==> src/rtl/haar_stage_accumulator_pkg.sv <==
// Shared widths, FSM state codes and sum-range helpers for the Haar stage accumulator.
package haar_stage_accumulator_pkg;

    localparam int DEF_DATA_WIDTH = 8;
    localparam int DEF_ADDR_WIDTH = 12;
    localparam int DEF_SUM_WIDTH  = 16;

    typedef logic [1:0] state_t;

    localparam state_t ST_IDLE   = 2'd0;
    localparam state_t ST_ACCUM  = 2'd1;
    localparam state_t ST_DECIDE = 2'd2;
    localparam state_t ST_RESULT = 2'd3;

    function automatic int sum_max(input int width);
        return (1 << (width - 1)) - 1;
    endfunction

    function automatic int sum_min(input int width);
        return -(1 << (width - 1));
    endfunction

endpackage

==> src/rtl/haar_stage_accumulator_if.sv <==
// Record-in / result-out bus between the classifier feed, the accumulator and the cascade controller.
interface haar_stage_accumulator_if
    import haar_stage_accumulator_pkg::*;
#(
    parameter int DATA_WIDTH = DEF_DATA_WIDTH,
    parameter int ADDR_WIDTH = DEF_ADDR_WIDTH,
    parameter int SUM_WIDTH  = DEF_SUM_WIDTH
);
    logic                         i_valid;
    logic                         o_ready;
    logic signed [DATA_WIDTH-1:0] i_feature;
    logic signed [DATA_WIDTH-1:0] i_node_threshold;
    logic signed [DATA_WIDTH-1:0] i_left;
    logic signed [DATA_WIDTH-1:0] i_right;
    logic                         i_last;
    logic        [ADDR_WIDTH-1:0] i_max_size;
    logic signed [SUM_WIDTH-1:0]  i_stage_threshold;
    logic                         o_result_valid;
    logic                         i_result_ready;
    logic                         o_pass;
    logic                         o_overrun;
    logic signed [SUM_WIDTH-1:0]  o_stage_sum;

    modport master (
        output i_valid, i_feature, i_node_threshold, i_left, i_right, i_last,
               i_max_size, i_stage_threshold, i_result_ready,
        input  o_ready, o_result_valid, o_pass, o_overrun, o_stage_sum
    );

    modport slave (
        input  i_valid, i_feature, i_node_threshold, i_left, i_right, i_last,
               i_max_size, i_stage_threshold, i_result_ready,
        output o_ready, o_result_valid, o_pass, o_overrun, o_stage_sum
    );

endinterface

==> src/rtl/haar_weak_vote.sv <==
// One weak classifier: pick the left or right vote by comparing the feature against the node threshold.
module haar_weak_vote #(
    parameter int DATA_WIDTH = 8,
    parameter int SUM_WIDTH  = 16
) (
    input  logic signed [DATA_WIDTH-1:0] feature,
    input  logic signed [DATA_WIDTH-1:0] node_threshold,
    input  logic signed [DATA_WIDTH-1:0] left,
    input  logic signed [DATA_WIDTH-1:0] right,
    output logic signed [SUM_WIDTH-1:0]  vote
);

    assign vote = (feature < node_threshold) ? SUM_WIDTH'(left) : SUM_WIDTH'(right);

endmodule

==> src/rtl/haar_stage_accumulator.sv <==
// Accumulates weak-classifier votes per stage with saturation and hands a pass/fail result downstream.
module haar_stage_accumulator
    import haar_stage_accumulator_pkg::*;
#(
    parameter int DATA_WIDTH = DEF_DATA_WIDTH,
    parameter int ADDR_WIDTH = DEF_ADDR_WIDTH,
    parameter int SUM_WIDTH  = DEF_SUM_WIDTH
) (
    input  logic clk,
    input  logic reset,
    haar_stage_accumulator_if.slave bus
);

    localparam logic signed [SUM_WIDTH-1:0] SUM_MAX = SUM_WIDTH'(sum_max(SUM_WIDTH));
    localparam logic signed [SUM_WIDTH-1:0] SUM_MIN = SUM_WIDTH'(sum_min(SUM_WIDTH));

    function automatic logic signed [SUM_WIDTH-1:0] sat_add(
        input logic signed [SUM_WIDTH-1:0] a,
        input logic signed [SUM_WIDTH-1:0] b
    );
        logic signed [SUM_WIDTH:0] s;
        s = {a[SUM_WIDTH-1], a} + {b[SUM_WIDTH-1], b};
        if (s[SUM_WIDTH] != s[SUM_WIDTH-1])
            return s[SUM_WIDTH] ? SUM_MIN : SUM_MAX;
        return s[SUM_WIDTH-1:0];
    endfunction

    state_t                       state;
    logic                         run;
    logic                         overrun_flag;
    logic                         pass_q;
    logic                         overrun_q;
    logic signed [SUM_WIDTH-1:0]  stage_sum_q;
    logic signed [SUM_WIDTH-1:0]  sum;
    logic signed [SUM_WIDTH-1:0]  stage_thr;
    logic        [ADDR_WIDTH-1:0] count;
    logic signed [SUM_WIDTH-1:0]  vote;
    logic                         accept;
    logic                         final_beat;
    logic        [ADDR_WIDTH-1:0] count_next;
    logic signed [SUM_WIDTH-1:0]  sum_next;

    haar_weak_vote #(
        .DATA_WIDTH (DATA_WIDTH),
        .SUM_WIDTH  (SUM_WIDTH)
    ) u_weak_vote (
        .feature        (bus.i_feature),
        .node_threshold (bus.i_node_threshold),
        .left           (bus.i_left),
        .right          (bus.i_right),
        .vote           (vote)
    );

    // run keeps o_ready low while reset is held and until the first edge after release
    assign bus.o_ready        = run && (state == ST_IDLE || state == ST_ACCUM);
    assign bus.o_result_valid = (state == ST_RESULT);
    assign bus.o_pass         = pass_q;
    assign bus.o_overrun      = overrun_q;
    assign bus.o_stage_sum    = stage_sum_q;

    assign accept = bus.i_valid && bus.o_ready;

    // A wrap of count to zero matches i_max_size == 0, i.e. the full 2^ADDR_WIDTH stage
    assign count_next = (state == ST_IDLE) ? ADDR_WIDTH'(1) : count + ADDR_WIDTH'(1);
    assign sum_next   = (state == ST_IDLE) ? vote : sat_add(sum, vote);
    assign final_beat = bus.i_last || (count_next == bus.i_max_size);

    always_ff @(posedge clk) begin
        if (accept) begin
            sum   <= sum_next;
            count <= count_next;
            if (final_beat)
                stage_thr <= bus.i_stage_threshold;
        end
    end

    always_ff @(posedge clk or negedge reset) begin
        if (!reset) begin
            state        <= ST_IDLE;
            run          <= 1'b0;
            overrun_flag <= 1'b0;
            pass_q       <= 1'b0;
            overrun_q    <= 1'b0;
            stage_sum_q  <= '0;
        end else begin
            run <= 1'b1;
            case (state)
                ST_IDLE, ST_ACCUM: begin
                    if (accept) begin
                        if (final_beat) begin
                            state        <= ST_DECIDE;
                            overrun_flag <= ~bus.i_last;
                        end else begin
                            state <= ST_ACCUM;
                        end
                    end
                end
                ST_DECIDE: begin
                    pass_q      <= (sum >= stage_thr);
                    overrun_q   <= overrun_flag;
                    stage_sum_q <= sum;
                    state       <= ST_RESULT;
                end
                default: begin
                    if (bus.i_result_ready) begin
                        state        <= ST_IDLE;
                        overrun_flag <= 1'b0;
                    end
                end
            endcase
        end
    end

endmodule

==> src/flat_wrapper.sv <==
// flat-port wrapper written by rule: the top's interface ports become plain ports
module haar_stage_accumulator_flat import haar_stage_accumulator_pkg::*;
#(
    parameter int DATA_WIDTH = DEF_DATA_WIDTH,
    parameter int ADDR_WIDTH = DEF_ADDR_WIDTH,
    parameter int SUM_WIDTH  = DEF_SUM_WIDTH
)
  (clk, reset, bus_i_valid, bus_i_feature, bus_i_node_threshold, bus_i_left, bus_i_right, bus_i_last, bus_i_max_size, bus_i_stage_threshold, bus_i_result_ready, bus_o_ready, bus_o_result_valid, bus_o_pass, bus_o_overrun, bus_o_stage_sum);
  haar_stage_accumulator_if #(.DATA_WIDTH(DATA_WIDTH), .ADDR_WIDTH(ADDR_WIDTH), .SUM_WIDTH(SUM_WIDTH)) bus_i ();
  input  logic clk;
  input  logic reset;
  input wire logic [$bits(bus_i.i_valid)-1:0] bus_i_valid;
  input wire logic [$bits(bus_i.i_feature)-1:0] bus_i_feature;
  input wire logic [$bits(bus_i.i_node_threshold)-1:0] bus_i_node_threshold;
  input wire logic [$bits(bus_i.i_left)-1:0] bus_i_left;
  input wire logic [$bits(bus_i.i_right)-1:0] bus_i_right;
  input wire logic [$bits(bus_i.i_last)-1:0] bus_i_last;
  input wire logic [$bits(bus_i.i_max_size)-1:0] bus_i_max_size;
  input wire logic [$bits(bus_i.i_stage_threshold)-1:0] bus_i_stage_threshold;
  input wire logic [$bits(bus_i.i_result_ready)-1:0] bus_i_result_ready;
  output wire logic [$bits(bus_i.o_ready)-1:0] bus_o_ready;
  output wire logic [$bits(bus_i.o_result_valid)-1:0] bus_o_result_valid;
  output wire logic [$bits(bus_i.o_pass)-1:0] bus_o_pass;
  output wire logic [$bits(bus_i.o_overrun)-1:0] bus_o_overrun;
  output wire logic [$bits(bus_i.o_stage_sum)-1:0] bus_o_stage_sum;
  assign bus_i.i_valid = bus_i_valid;
  assign bus_i.i_feature = bus_i_feature;
  assign bus_i.i_node_threshold = bus_i_node_threshold;
  assign bus_i.i_left = bus_i_left;
  assign bus_i.i_right = bus_i_right;
  assign bus_i.i_last = bus_i_last;
  assign bus_i.i_max_size = bus_i_max_size;
  assign bus_i.i_stage_threshold = bus_i_stage_threshold;
  assign bus_i.i_result_ready = bus_i_result_ready;
  assign bus_o_ready = bus_i.o_ready;
  assign bus_o_result_valid = bus_i.o_result_valid;
  assign bus_o_pass = bus_i.o_pass;
  assign bus_o_overrun = bus_i.o_overrun;
  assign bus_o_stage_sum = bus_i.o_stage_sum;
  haar_stage_accumulator #(.DATA_WIDTH(DATA_WIDTH), .ADDR_WIDTH(ADDR_WIDTH), .SUM_WIDTH(SUM_WIDTH)) u_core (.clk(clk), .reset(reset), .bus(bus_i));
endmodule
==> config.mk <==
export PLATFORM = sky130hd
export DESIGN_NAME = haar_stage_accumulator_flat
export DESIGN_NICKNAME = d
export VERILOG_FILES = /design/src/rtl/haar_stage_accumulator_pkg.sv /design/src/rtl/haar_stage_accumulator_if.sv /design/src/rtl/haar_weak_vote.sv /design/src/rtl/haar_stage_accumulator.sv /design/src/flat_wrapper.sv
export SDC_FILE = /design/constraint.sdc
export NUM_CORES = 1
export LEC_CHECK = 0
export ABC_AREA = 1
export BUFFER_PORTS_ARGS = -buffer_cell sky130_fd_sc_hd__buf_2
export CORE_MARGIN = 1.5
export CORE_UTILIZATION = 26
export DETAILED_ROUTE_END_ITERATION = 16
export PLACE_DENSITY = 0.54
export SYNTH_ARGS = -nofsm -noshare
export SYNTH_HDL_FRONTEND = slang
export SYNTH_SLANG_ARGS = --single-unit
==> constraint.sdc <==
create_clock -name clk -period 6.4 [get_ports clk]
set_input_delay 0.64 -clock clk [delete_from_list [all_inputs] [get_ports clk]]
set_output_delay 0.64 -clock clk [all_outputs]
set_load 0.005 [all_outputs]
==> results.md <==
* Status: finished, final reports clean
* Row count at 48
* Leakage power at around 2.9 nW
* Vias in the first global route at 3731
* Distinct cell type count of the synthesized netlist at 34
* Synth Area in Simple Gates at 27.2%
* Ys Warns at 0
* Register-to-Register Setup Slack at around 3700 ps
* Placed cell count at 874
* NumNets Final at 766
* Clock Tree Root: clkbuf_16
* Initial antenna violation count at 0
* H-tree depth at 3
* Synthesized area at approximately 4600 um^2
* CP Class: primary input to register
* Area growth syn-to-layout at 21.9%
* Layout cells sized above 1 at 19.7%
* # IOs at between 80 and 90
* Required time of the critical path at between 6000 and 7000 ps
* Post-route minimum period at around 3900 ps
* Complex-gate fraction of the synthesized area at under 10%
* Avg WL per Cell at between 10 and 15 um
* Die Ht at about 140 um
* Iteration count of the initial detailed-routing pass at 4
* Total power at 0.00219 W
* Initial Util at around a quarter
* Skew-Pair Late Insertion Delay at roughly 330 ps
* Iteration-0 DRC Markers at ~220
* Die extent in x at around 140 um
* PortBufs at 84
* Aggregate global routing overflow at 0
* Total die area at 18300 um^2
* Post-CTS setup buffers at 0
* Clock Path Buffers at 2
* Worst rel slew slack at a little over a quarter
* CTS sink cnt at 66
* Syn nets at 676
* RSZ-0062 raised after global routing: no
* Adder-cell share of the synthesized area at a little under an eighth
* Setup Skew at roughly 8.5 ps
* Crit path launch type: primary input
* DR vias at about 3.8k
* Crit Reg-Reg Startpoint: u_core.sum[0]$_DFFE_PP_
* Routability cong. at 0.869
* Multi-input gate area at roughly 2300 um^2
* Synth area leaders: edfxtp_1, nand2_1, dfrtp_1
* Worst min path class: primary input to asynchronous set/reset pin
* Diodes inserted at 0
* Mux contribution to synthesized area at 0%
* Core ar. at approximately 17000 um^2
* Setup TNS at 0 ps
* PostCTS Resize Cnt at 0
* Reg area at between 1500 and 2000 um^2
* Clock-pin slew on the worst setup and hold paths at about 50 ps
* DR vias/cell at approximately 4.3
* Xor/xnor share of the synthesized area at 2.31%
* DRC Markers at 0
* Fmax at 0.254 GHz
* Sequential-to-total area share from yosys stat at 41.1%
* DP HPWL at about 8400 um
* RR Endpoint: u_core.sum[13]$_DFFE_PP_
* Final cell count without fillers at a little under 900
* Final setup viols at 0
* Avg Inst Size Synth at between 7 and 8 um^2
* CP max FO at 15
* Worst-Margin Slew at 1090 ps
* TritonCTS clock tree: built
* Hold Buf Count CTS at 0
* Max rail drop VDD at around 0.00014 V
* Final ANT Viol Nets at 0
* GRT Resource Usage Total at 12.4%
* Final hold viol count at 0
* Synth Instances at 570
* Synth top area share at roughly 29%
* First-pass GRT wire length at ~18000 um
* WL final at roughly 11000 um
* Final period util at between 60% and 70%
* Cell taking the most area after synthesis: edfxtp_1
* Largest family of logic cells by synthesized area: simple AND/OR/NAND/NOR gates
* CP arrival at ~4000 ps
* Max-cap violations at 0
* CTS Buf Count at 9
* Slew Limit Fails at 0
* FF+latch count, synth at between 60 and 70
* Fill cells at approximately 1.9k
* Worst R2R Path Depth at 12
* Layout Utilization at roughly a third
* CP Capture Type: register
* PD cells at approximately 390 nW/um^2
* Largest net degree at the start of global routing at 29
power breakdown:
group / internal, W / switching, W
sequential: 0.000613 / 0.0000737
combinational: 0.000358 / 0.000596
clock: 0.000380 / 0.000174
total: 0.00135 / 0.000843
sequential cells by signal, summed over array words and instances (netlist names):
register,cells
u_core.stage_thr,16
u_core.overrun_flag,1
u_core.run,1
u_core.bus.o_overrun,1
u_core.count,12
u_core.sum,16
u_core.state,2
u_core.bus.o_stage_sum,16
u_core.bus.o_pass,1
layout make-up:
type                            instances  share of cell area [%]
Clock inverter                          5                    1.85
Inverter                               91                    6.15
Multi-Input combinational cell        406                    41.2
Clock buffer                           11                    4.19
Tap cell                              225                    5.07
Sequential cell                        66                    33.7
Timing Repair Buffer                   86                    7.84
Yosys cell counts, drive strengths merged:
library cell	count
clkbuf	3
fa	1
xnor2	1
or2	1
xor2	11
nand3	57
edfxtp	44
o21a	2
buf	4
a31oi	2
a21oi	43
dfrtp	22
nand4	10
nor3	3
ha	40
o211ai	2
clkinv	1
o21bai	5
nand2	162
nor2	50
o21ai	11
inv	90
a21o	4
conb	1
layout by cell type, fill, tap and decap left out, types with 2 or more instances in the layout:
master / synthesis / final
nor2_2: 2 / 2
buf_2: 0 / 84
edfxtp_1: 44 / 44
inv_1: 87 / 87
nand2_1: 153 / 153
nand2_2: 7 / 7
clkbuf_16: 0 / 9
a21oi_1: 33 / 32
a21oi_2: 10 / 11
nand3_2: 4 / 4
ha_1: 40 / 40
nand3_1: 53 / 53
bufinv_16: 0 / 3
nor2_1: 46 / 46
nand4_1: 10 / 10
dfrtp_1: 22 / 22
o21a_1: 2 / 2
clkbuf_1: 3 / 2
o21ai_0: 9 / 9
xor2_1: 11 / 11
nor2_4: 2 / 2
a31oi_1: 2 / 2
buf_4: 0 / 2
a21o_1: 4 / 4
nand2_4: 2 / 2
o21ai_1: 2 / 2
nor3_1: 3 / 3
o211ai_1: 2 / 2
inv_2: 3 / 3
o21bai_1: 5 / 5
metal layers:
layer / routed length (um) / global-route usage (%) / vias to the layer above
met5: 0 / 0 / -
met4: 118 / 4.00 / 0
met3: 521 / 2.84 / 11
met2: 4580 / 19.8 / 88
met1: 5310 / 16.5 / 1693
li1: - / - / 2054
worst max-delay path, stage by stage:
cell and delay [ps]:
buf_2 70, inv_1 30, ha_1 330, a21oi_1 160, o21a_1 170, nand2_1 70, nand2_2 140, nand2_2 130
nand2_1 80, nand2_1 280, ha_1 510, nand2_1 120, nor2_1 120, nand2_1 70, nand2_2 110, nand3_2 80
nand2_1 80, nand2_1 50, nand2_2 70, nand3_2 360, nand3_1 220, a21oi_1 90
logic make-up (layout without fill, tap and decap cells):
logic type,count (synthesis),count (layout)
buf+inv,98,193
other cells,1,1
flops,66,66
fa+ha+maj,41,41
compound gates,69,69
xor+xnor,12,12
simple gates,283,283
through the flow:
stage / worst slack, ps / hold WS (ps) / area, um^2
detailed placement: 2100 / 455 / 5220
global route: 1970 / 320 / 5550
floorplan: 2820 / 344 / 4560
global placement: 2140 / 453 / 5220
CTS: 2440 / 302 / 5550
finish: 2460 / 288 / 5550
worst max-delay path by stage:
stage                             from                       end  slack [ps]
2_1_floorplan  bus_i_node_threshold[7]   u_core.sum[3]$_DFFE_PP_        2820
3_3_place_gp   bus_i_node_threshold[7]   u_core.sum[1]$_DFFE_PP_        2140
3_5_place_dp   bus_i_node_threshold[5]   u_core.sum[1]$_DFFE_PP_        2100
4_1_cts        bus_i_node_threshold[5]  u_core.sum[13]$_DFFE_PP_        2440
5_1_grt        bus_i_node_threshold[7]   u_core.sum[1]$_DFFE_PP_        1970
6_report       bus_i_node_threshold[7]  u_core.sum[13]$_DFFE_PP_        2460
Power figures use the tool's default switching activity.
